===== src/rtl/ahb_to_wb_pkg.sv =====
// Shared AHB/Wishbone encodings and bridge FSM states for the ahb_to_wb bridge.
// The sel-to-hsize mapping lives here so every user derives transfer size the same way.
package ahb_to_wb_pkg;

    localparam int NAHBSLV_DEFAULT = 16;

    localparam logic [1:0] HTRANS_IDLE   = 2'b00;
    localparam logic [1:0] HTRANS_BUSY   = 2'b01;
    localparam logic [1:0] HTRANS_NONSEQ = 2'b10;
    localparam logic [1:0] HTRANS_SEQ    = 2'b11;

    localparam logic [2:0] HBURST_SINGLE = 3'b000;
    localparam logic [2:0] HBURST_INCR   = 3'b001;

    localparam logic [2:0] HSIZE_BYTE = 3'b000;
    localparam logic [2:0] HSIZE_HALF = 3'b001;
    localparam logic [2:0] HSIZE_WORD = 3'b010;

    localparam logic [1:0] HRESP_OKAY  = 2'b00;
    localparam logic [1:0] HRESP_ERROR = 2'b01;
    localparam logic [1:0] HRESP_RETRY = 2'b10;
    localparam logic [1:0] HRESP_SPLIT = 2'b11;

    localparam logic [2:0] CTI_CLASSIC   = 3'b000;
    localparam logic [2:0] CTI_INCRBURST = 3'b010;
    localparam logic [2:0] CTI_ENDBURST  = 3'b111;
    localparam logic [1:0] BTE_LINEAR    = 2'b00;

    typedef enum logic [1:0] {
        ST_IDLE = 2'd0,
        ST_ADDR = 2'd1,
        ST_DATA = 2'd2,
        ST_RESP = 2'd3
    } state_t;

    // Irregular lane patterns fall back to a full word access.
    function automatic logic [2:0] sel_to_hsize(input logic [3:0] sel);
        logic [2:0] size;
        case (sel)
            4'b1111:                            size = HSIZE_WORD;
            4'b0011, 4'b1100:                   size = HSIZE_HALF;
            4'b0001, 4'b0010, 4'b0100, 4'b1000: size = HSIZE_BYTE;
            default:                            size = HSIZE_WORD;
        endcase
        return size;
    endfunction

endpackage


===== src/rtl/ahb_to_wb.sv =====
// Wishbone B3 slave to AHB master bridge: one Wishbone beat becomes one AHB transfer,
// with the AHB response returned as a single-cycle ack/err/rty pulse.
module ahb_to_wb
    import ahb_to_wb_pkg::*;
#(
    parameter int NAHBSLV = NAHBSLV_DEFAULT
) (
    input  logic               clk,
    input  logic               rst,
    input  logic [31:0]        wb_adr_i,
    input  logic [31:0]        wb_dat_i,
    input  logic [3:0]         wb_sel_i,
    input  logic               wb_cyc_i,
    input  logic               wb_stb_i,
    input  logic               wb_we_i,
    input  logic [2:0]         wb_cti_i,
    input  logic [1:0]         wb_bte_i,
    output logic [31:0]        wb_dat_o,
    output logic               wb_ack_o,
    output logic               wb_err_o,
    output logic               wb_rty_o,
    output logic [0:NAHBSLV-1] ahbsi_hsel,
    output logic [31:0]        ahbsi_haddr,
    output logic               ahbsi_hwrite,
    output logic [1:0]         ahbsi_htrans,
    output logic [2:0]         ahbsi_hsize,
    output logic [2:0]         ahbsi_hburst,
    output logic [31:0]        ahbsi_hwdata,
    input  logic               ahbso_hready,
    input  logic [1:0]         ahbso_hresp,
    input  logic [31:0]        ahbso_hrdata
);

    state_t      state_q, state_d;
    logic        burst_q, burst_d;
    logic        abort_q, abort_d;
    logic        resp_ok_q, resp_ok_d;
    logic [2:0]  cti_q, cti_d;
    logic [31:0] dat_q, dat_d;
    logic        hsel_q, hsel_d;

    logic [31:0] rdata_d;
    logic        ack_d, err_d, rty_d;
    logic [31:0] haddr_d;
    logic        hwrite_d;
    logic [1:0]  htrans_d;
    logic [2:0]  hsize_d;
    logic [2:0]  hburst_d;
    logic [31:0] hwdata_d;
    logic        burst_cont;

    // Burst type is ignored: every burst runs as a linear increment.
    logic unused_bte;
    assign unused_bte = ^wb_bte_i;

    assign ahbsi_hsel = {NAHBSLV{hsel_q}};

    always_comb begin
        state_d    = state_q;
        burst_d    = burst_q;
        abort_d    = abort_q;
        resp_ok_d  = resp_ok_q;
        cti_d      = cti_q;
        dat_d      = dat_q;
        hsel_d     = hsel_q;
        rdata_d    = wb_dat_o;
        ack_d      = 1'b0;
        err_d      = 1'b0;
        rty_d      = 1'b0;
        haddr_d    = ahbsi_haddr;
        hwrite_d   = ahbsi_hwrite;
        htrans_d   = ahbsi_htrans;
        hsize_d    = ahbsi_hsize;
        hburst_d   = ahbsi_hburst;
        hwdata_d   = ahbsi_hwdata;
        burst_cont = 1'b0;

        case (state_q)
            ST_IDLE: begin
                htrans_d = HTRANS_IDLE;
                hsel_d   = burst_q;
                if (wb_cyc_i && wb_stb_i) begin
                    state_d  = ST_ADDR;
                    cti_d    = wb_cti_i;
                    dat_d    = wb_dat_i;
                    abort_d  = 1'b0;
                    haddr_d  = wb_adr_i;
                    hwrite_d = wb_we_i;
                    hsel_d   = 1'b1;
                    htrans_d = burst_q ? HTRANS_SEQ : HTRANS_NONSEQ;
                    hburst_d = (wb_cti_i == CTI_CLASSIC) ? HBURST_SINGLE : HBURST_INCR;
                    hsize_d  = sel_to_hsize(wb_sel_i);
                end
            end
            ST_ADDR: begin
                if (!wb_cyc_i) abort_d = 1'b1;
                if (ahbso_hready) begin
                    state_d  = ST_DATA;
                    htrans_d = (cti_q == CTI_INCRBURST) ? HTRANS_BUSY : HTRANS_IDLE;
                    hwdata_d = dat_q;
                end
            end
            ST_DATA: begin
                // A master that gives up the cycle still lets the AHB transfer finish.
                if (!wb_cyc_i) abort_d = 1'b1;
                if (ahbso_hready) begin
                    state_d   = ST_RESP;
                    rdata_d   = ahbso_hrdata;
                    resp_ok_d = (ahbso_hresp == HRESP_OKAY);
                    if (!abort_d) begin
                        case (ahbso_hresp)
                            HRESP_OKAY:  ack_d = 1'b1;
                            HRESP_ERROR: err_d = 1'b1;
                            default:     rty_d = 1'b1;
                        endcase
                    end
                    burst_cont = (cti_q == CTI_INCRBURST) && (ahbso_hresp == HRESP_OKAY) && !abort_d;
                    htrans_d   = burst_cont ? HTRANS_BUSY : HTRANS_IDLE;
                    hsel_d     = burst_cont;
                end
            end
            ST_RESP: begin
                state_d  = ST_IDLE;
                burst_d  = (cti_q == CTI_INCRBURST) && resp_ok_q && !abort_q;
                htrans_d = HTRANS_IDLE;
                hsel_d   = burst_d;
            end
            default: begin
                state_d = ST_IDLE;
                burst_d = 1'b0;
            end
        endcase
    end

    always_ff @(posedge clk or posedge rst) begin
        if (rst) begin
            state_q      <= ST_IDLE;
            burst_q      <= 1'b0;
            abort_q      <= 1'b0;
            resp_ok_q    <= 1'b0;
            cti_q        <= CTI_CLASSIC;
            dat_q        <= '0;
            hsel_q       <= 1'b0;
            wb_dat_o     <= '0;
            wb_ack_o     <= 1'b0;
            wb_err_o     <= 1'b0;
            wb_rty_o     <= 1'b0;
            ahbsi_haddr  <= '0;
            ahbsi_hwrite <= 1'b0;
            ahbsi_htrans <= HTRANS_IDLE;
            ahbsi_hsize  <= HSIZE_WORD;
            ahbsi_hburst <= HBURST_SINGLE;
            ahbsi_hwdata <= '0;
        end else begin
            state_q      <= state_d;
            burst_q      <= burst_d;
            abort_q      <= abort_d;
            resp_ok_q    <= resp_ok_d;
            cti_q        <= cti_d;
            dat_q        <= dat_d;
            hsel_q       <= hsel_d;
            wb_dat_o     <= rdata_d;
            wb_ack_o     <= ack_d;
            wb_err_o     <= err_d;
            wb_rty_o     <= rty_d;
            ahbsi_haddr  <= haddr_d;
            ahbsi_hwrite <= hwrite_d;
            ahbsi_htrans <= htrans_d;
            ahbsi_hsize  <= hsize_d;
            ahbsi_hburst <= hburst_d;
            ahbsi_hwdata <= hwdata_d;
        end
    end

endmodule


===== config.mk =====
export PLATFORM = sky130hd
export DESIGN_NAME = ahb_to_wb
export DESIGN_NICKNAME = d
export VERILOG_FILES = /design/src/rtl/ahb_to_wb_pkg.sv /design/src/rtl/ahb_to_wb.sv
export SDC_FILE = /design/constraint.sdc
export NUM_CORES = 1
export LEC_CHECK = 0
export ABC_AREA = 1
export CAP_MARGIN = 20
export CORE_UTILIZATION = 39
export CTS_CLUSTER_DIAMETER = 100
export DETAILED_ROUTE_END_ITERATION = 12
export PLACE_DENSITY = 0.76
export SLEW_MARGIN = 15
export SYNTH_ARGS = -nofsm -noshare
export SYNTH_HDL_FRONTEND = slang
export SYNTH_SLANG_ARGS = --single-unit
export TNS_END_PERCENT = 5

===== constraint.sdc =====
create_clock -name clk -period 6 [get_ports clk]
set_clock_uncertainty 0.05 [all_clocks]
set_input_delay 1.8 -clock clk [delete_from_list [all_inputs] [get_ports clk]]
set_output_delay 1.8 -clock clk [all_outputs]
set_load 0.005 [all_outputs]

==> impl_metrics.yaml, run 1 <==
synth:
  postSynth.asyncResetShare: 1.000
  synth-seq-area-share: 0.6262
  post_synth.cell_area_avg_um2: 9.021
  synth-warning-count: 0
  ys_dominant_reg_cell: "sky130_fd_sc_hd__dfrtp_1"
  flip_flop_and_latch_count_after_synthesis: 146
  synth.top_cells.by_area: "sky130_fd_sc_hd__dfrtp_1, sky130_fd_sc_hd__nand2_1, sky130_fd_sc_hd__o21ai_0"
  yosys.area.top_type: "sky130_fd_sc_hd__dfrtp_1"
  number_of_enable_flip_flop_cells_after_synthesis: 0
  synth_top_area_share: 0.6217
  synthesis.area_um2: 5837
  syn-instance-count: 647
  synthDistinctLibCells: 23
place:
  gp_congestion: 0.7737
  dpl-instance-area_um2: 8132
  portBuffers: 231
  place.detailed.hpwl_um: 9073
  post_placement_setup_slack_ns: 2.273
drt:
  drc: 0
  first_pass_iters: 4
  dr.first_iter.drc_count: 215
  detail_route.wirelength_um: 13310
  routed_wire_length_per_instance_um: 12.62
  ant_nets: 0
  vias: 4768
  detail_route.vias_per_cell: 4.524
critical_path:
  cp_max_fo: 17
  critPathLaunchType: "flip-flop"
  critical_path.endpoint_type: "output port"
  critical_path.top_delay_family: "flip-flops"
  critical_path_required_ns: 4.15
  cp_num_buf_inv: 1
  timing.critical_path.slowest_stage_cell: "sky130_fd_sc_hd__dfrtp_1"
  worstReg2RegStart: "state_q[0]$_DFFE_PP0P_"
  criticalPathCategory: "reg2out"
  timing.reg2reg.worst_path_depth: 8
  register_to_register_setup_slack_ns: 3.86
  critical_path.reg2reg.endpoint: "ahbsi_hsize[1]$_DFFE_PP1P_"
  cpPeakStageDelay_ns: 0.59
  cp_num_cells: 1
  timing.critical_path.cells: "clkdlybuf4s50_1"
  worst-endpoint-arrival_ns: 1.59
min_path:
  hold-path-cell-count: 2
  hold_path.startpoint: "ahbsi_haddr[23]$_DFFE_PP0P_"
  holdPathEnd: "ahbsi_haddr[23]$_DFFE_PP0P_"
  min_path_type: "reg2reg"
sta:
  worst_slew_pin_slew_ns: 1.010
  fin_crit_sh: 0.5726
  setup_total_negative_slack_ns: 0
  postLayoutSetupSlackWorst_ns: 2.564
  final_max_tran_viols: 0
  setup_viol: 0
  hold_vio_cnt_final: 0
  achievable-frequency_mhz: 291.1
  grt_setup_unrepaired: "false"
  max_slew_margin: 0.3241
  fin_crit_ns: 3.436
clocking:
  tritoncts_clock_tree: "yes"
  cts-root-buf: "sky130_fd_sc_hd__clkbuf_16"
  number_of_setup_buffers_added_after_cts: 0
  quantity_of_gates_resized_following_cts: 0
  clkLatencyLatePin_ns: 0.41
  cts.reportedPaths.clkPinSlew_ns: 0.06
  hold_fix_buffers_cts: 0
  clockBufferDepth: 2
  numCtsBuffers: 17
  htree_levels: 4
  number_of_clock_sinks: 146
layout:
  n_antenna_cell: 0
  final_design_area_no_fill_um2: 8745
  fin_nets: 976
  drive_above_1_share: 0.05172
  area_growth_syn_to_layout_pct: 49.82
  fill_cells: 1237
  final_core_utilization: 0.5994
floorplanning:
  core_um2: 14590
  effective_utilization_at_floorplan: 0.4001
  die_width_um: 124.3
  design.die.area_um2: 15460
  top_level_ports: 237
  rows: 44
  floorplan_die_height_um: 124.3
run:
  drv_cap: 0
power:
  cellLeakagePower_uw: 0.004181
  ir_drop_worst_case_vdd_mv: 0.2441
  p_total_uw: 4342
  pwr_density_cell_nw_per_um2: 496.6
outcome:
  status: "finished clean"
global_route:
  global_route.overflow_total: 0
  global_route.usage.total: 0.1852
  grt_first_pass_wirelength_um: 23120
  grt_pass1_vias: 4694
  number_of_antenna_violations_at_the_first_check_in_global_routing: 0
  grt_start_max_net_pins: 107
==> state kept, by name, summed over array words and instances (netlist names), 2 cells and up <==
register      count
state_q           2
ahbsi_htrans      2
ahbsi_hwdata     32
wb_dat_o         32
ahbsi_haddr      32
dat_q            32
cti_q             3
ahbsi_hsize       2
==> area by class of cell <==
type / instances / area [um^2] / share of cell area
Sequential cell: 146 / 3655 / 0.4179
Timing Repair Buffer: 235 / 2342 / 0.2678
Multi-Input combinational cell: 405 / 1704 / 0.1949
Clock buffer: 20 / 456.7 / 0.05222
Tap cell: 184 / 230.2 / 0.02633
Inverter: 52 / 200.2 / 0.02289
Clock inverter: 12 / 156.4 / 0.01789
==> synthesized netlist by cell type (all sizes together) (2+ instances only) <==
cell type  number
nor3            2
nand2         293
buf            40
ha              6
o21ai          73
nand3           8
or2             2
clkbuf          6
a21oi           2
dfrtp         145
nor2           13
inv            52
o22ai           2
==> stage by stage <==
stage | std cells | hold WS (ns)
3_5_place_dp | 1022 | 0.4080
5_1_grt | 1054 | 0.4378
4_1_cts | 1054 | 0.4236
3_3_place_gp | 1022 | 0.4028
2_1_floorplan | 649 | 0.3996
6_report | 1054 | 0.4200
==> layout by cell type, fill, tap and decap left out <==
cell type and n:
sky130_fd_sc_hd__nor2_1 12, sky130_fd_sc_hd__o22ai_1 2, sky130_fd_sc_hd__inv_6 2, sky130_fd_sc_hd__clkdlybuf4s50_1 231
sky130_fd_sc_hd__clkbuf_8 2, sky130_fd_sc_hd__dfstp_2 1, sky130_fd_sc_hd__a21oi_1 2, sky130_fd_sc_hd__nand3_1 8
sky130_fd_sc_hd__clkbuf_1 1, sky130_fd_sc_hd__nand2_1 291, sky130_fd_sc_hd__nand4_1 1, sky130_fd_sc_hd__o21ai_1 3
sky130_fd_sc_hd__dfrtp_1 145, sky130_fd_sc_hd__clkinv_4 2, sky130_fd_sc_hd__conb_1 3, sky130_fd_sc_hd__or2_2 2
sky130_fd_sc_hd__nor2_4 1, sky130_fd_sc_hd__inv_1 48, sky130_fd_sc_hd__o21ai_0 70, sky130_fd_sc_hd__clkinv_2 2
sky130_fd_sc_hd__ha_1 6, sky130_fd_sc_hd__nor3_1 2, sky130_fd_sc_hd__inv_2 3, sky130_fd_sc_hd__bufinv_16 3
sky130_fd_sc_hd__clkinvlp_4 4, sky130_fd_sc_hd__buf_4 4, sky130_fd_sc_hd__nand2_2 2, sky130_fd_sc_hd__clkbuf_16 17
==> cell families (layout without fill, tap and decap cells) <==
group           after synthesis  after routing  share of synthesized area
fa+ha+maj                     6              6                    0.01286
buf+inv                      98            319                    0.08360
other cells                   1              3                  0.0006425
flops                       146            146                     0.6262
simple gates                319            319                     0.2103
compound gates               77             77                    0.06645
==> worst max-delay path by stage <==
stage	start	to	slack, ns
2_1_floorplan	rst	abort_q$_DFFE_PP0P_	0.23
3_3_place_gp	wb_cyc_i	ahbsi_hsize[1]$_DFFE_PP1P_	2.27
3_5_place_dp	wb_cyc_i	dat_q[14]$_DFFE_PP0P_	2.27
4_1_cts	hsel_q$_DFFE_PP0P_	ahbsi_hsel[1]	2.51
5_1_grt	hsel_q$_DFFE_PP0P_	ahbsi_hsel[7]	2.42
6_report	hsel_q$_DFFE_PP0P_	ahbsi_hsel[1]	2.56
==> report_power, final <==
group / total (uW) / switching, uW / internal (uW)
combinational: 1590 / 671 / 921
sequential: 1670 / 225 / 1450
clock: 1080 / 401 / 677
==> tightest hold or removal path, stage by stage (launching register included) <==
cell and delay [ns]:
sky130_fd_sc_hd__dfrtp_1 0.34, sky130_fd_sc_hd__nand2_1 0.05, sky130_fd_sc_hd__nand2_1 0.05
==> routing by layer <==
layer / track usage / part of all wire / vias to the layer above
met5: 0 / 0 / -
met4: 0.07087 / 0.024 / 0
met3: 0.06658 / 0.067 / 30
met2: 0.2886 / 0.48 / 162
met1: 0.2355 / 0.43 / 2193
li1: - / - / 2383
Note: power is estimated with default switching activity, not from simulation.
==> run 2, diff against run 1 <==
--- a/config.mk
+++ b/config.mk
@@ -7,10 +7,10 @@
 export LEC_CHECK = 0
 export ABC_AREA = 1
 export CAP_MARGIN = 20
-export CORE_UTILIZATION = 39
+export CORE_UTILIZATION = 43
 export CTS_CLUSTER_DIAMETER = 100
 export DETAILED_ROUTE_END_ITERATION = 12
-export PLACE_DENSITY = 0.76
+export PLACE_DENSITY = 0.8
 export SLEW_MARGIN = 15
 export SYNTH_ARGS = -nofsm -noshare
 export SYNTH_HDL_FRONTEND = slang
==> constraint.sdc (replaced) <==
create_clock -name clk -period 3.53 [get_ports clk]
set_clock_uncertainty 0.05 [all_clocks]
set_input_delay 1.059 -clock clk [delete_from_list [all_inputs] [get_ports clk]]
set_output_delay 1.059 -clock clk [all_outputs]
set_load 0.005 [all_outputs]
==> run 2 against run 1 <==
  * Die area is 9.2% lower
  * Hold slack worse by 0.0028 ns
  * Clock power is 79% higher
  * Critical path type unchanged
  * Total power is 72% higher
  * Critical endpoint is now ahbsi_hsel[11]
==> impl_metrics.yaml, run 2 (same netlist as run 1, synthesis figures left out) <==
sta:
  worst_slew_pin_slew_ns: 0.7175
  fin_crit_sh: 0.7641
  max_slew_margin: 0.5216
  postLayoutSetupSlackWorst_ns: 0.8328
  setup_viol: 0
  final_max_tran_viols: 0
  grt_setup_unrepaired: "false"
  fin_hold_ws_ns: 0.4172
  hold_vio_cnt_final: 0
  setup_total_negative_slack_ns: 0
  fin_crit_ns: 2.697
  achievable-frequency_mhz: 370.8
global_route:
  grt_first_pass_wirelength_um: 22230
  grt_start_max_net_pins: 107
  grt_pass1_vias: 4673
  global_route.usage.total: 0.1999
  number_of_antenna_violations_at_the_first_check_in_global_routing: 0
  global_route.overflow_total: 0
clocking:
  clkLatencyLatePin_ns: 0.41
  number_of_clock_sinks: 146
  cts.reportedPaths.clkPinSlew_ns: 0.06
  tritoncts_clock_tree: "yes"
  quantity_of_gates_resized_following_cts: 0
  numCtsBuffers: 17
  hold_fix_buffers_cts: 0
  htree_levels: 4
  clockBufferDepth: 2
  number_of_setup_buffers_added_after_cts: 0
  cts-root-buf: "sky130_fd_sc_hd__clkbuf_16"
layout:
  n_antenna_cell: 0
  area_growth_syn_to_layout_pct: 50.65
  fin_nets: 977
  drive_above_1_share: 0.05057
  layout.cells.most_common_list: "sky130_fd_sc_hd__nand2_1, sky130_fd_sc_hd__clkdlybuf4s50_1, sky130_fd_sc_hd__dfrtp_1"
  final_common_cell: "sky130_fd_sc_hd__nand2_1"
power:
  pwr_density_cell_nw_per_um2: 849.7
  cellLeakagePower_uw: 0.004199
  ir_drop_worst_case_vdd_mv: 0.4635
  p_total_uw: 7471
run:
  drv_cap: 0
floorplanning:
  top_level_ports: 237
  core_um2: 13240
  effective_utilization_at_floorplan: 0.4408
  die_width_um: 118.5
  rows: 42
  design.die.area_um2: 14040
  floorplan_die_height_um: 118.5
critical_path:
  critPathLaunchType: "flip-flop"
  critical_path.top_delay_family: "flip-flops"
  timing.critical_path.cells: "clkdlybuf4s50_1"
  cpPeakStageDelay_ns: 0.60
  cp_max_fo: 17
  critical_path_required_ns: 2.42
  cp_num_buf_inv: 1
  critical_path.endpoint_type: "output port"
  criticalPathCategory: "reg2out"
  worst-endpoint-arrival_ns: 1.59
  timing.critical_path.slowest_stage_cell: "sky130_fd_sc_hd__dfrtp_1"
outcome:
  status: "finished clean"
min_path:
  min_path_type: "reg2reg"
place:
  place.detailed.hpwl_um: 9010
  gp_congestion: 0.7848
  portBuffers: 231
  post_placement_setup_slack_ns: 0.9448
drt:
  routed_wire_length_per_instance_um: 12.52
  first_pass_iters: 4
  detail_route.wirelength_um: 13090
  dr.first_iter.drc_count: 292
  ant_nets: 0
  drc: 0
  detail_route.vias_per_cell: 4.559
  vias: 4769
## run 2: final timing paths
kind / startpoint / slack, ns / cells past startpoint / endpoint
setup / recovery: hsel_q$_DFFE_PP0P_ / 0.83 / 1 / ahbsi_hsel[11]
hold / removal: ahbsi_haddr[3]$_DFFE_PP0P_ / 0.42 / 2 / ahbsi_haddr[3]$_DFFE_PP0P_
setup reg to reg: state_q[0]$_DFFE_PP0P_ / 1.72 / 6 / wb_err_o$_DFF_PP0_
hold reg to reg: ahbsi_haddr[3]$_DFFE_PP0P_ / 0.42 / 2 / ahbsi_haddr[3]$_DFFE_PP0P_
max in group asynchronous: rst / 1.72 / 3 / dat_q[27]$_DFFE_PP0P_
min in group asynchronous: rst / 1.09 / 3 / ahbsi_haddr[0]$_DFFE_PP0P_
## run 2: through the flow
step,utilization,std cells,cell area (um^2)
after floorplan,-,649,5848
after global placement,0.6156,1015,8153
after detailed placement,0.6156,1015,8153
after CTS,0.6640,1046,8793
after global routing,0.6640,1046,8793
final,0.6640,1046,8793
## run 2: cell type report
class                           instances  area (um^2)
Fill cell                            1078         4449
Sequential cell                       146         3655
Timing Repair Buffer                  236         2375
Multi-Input combinational cell        405         1704
Clock buffer                           19        432.9
Tap cell                              176        220.2
Clock inverter                         12        207.7
Inverter                               52        198.9
## run 2: per-layer routing
metal  track usage  wire, um  vias up
met1        0.2486      5552     2207
li1              -         -     2378
met4       0.08544       286        0
met2        0.3250      6360      164
met3       0.05888       892       20
met5             0         0        -
## run 2: power breakdown
group	internal [uW]	switching (uW)	leakage, uW
Clock	1260	674	0.000300
Sequential	2460	383	0.00182
Combinational	1570	1130	0.00208
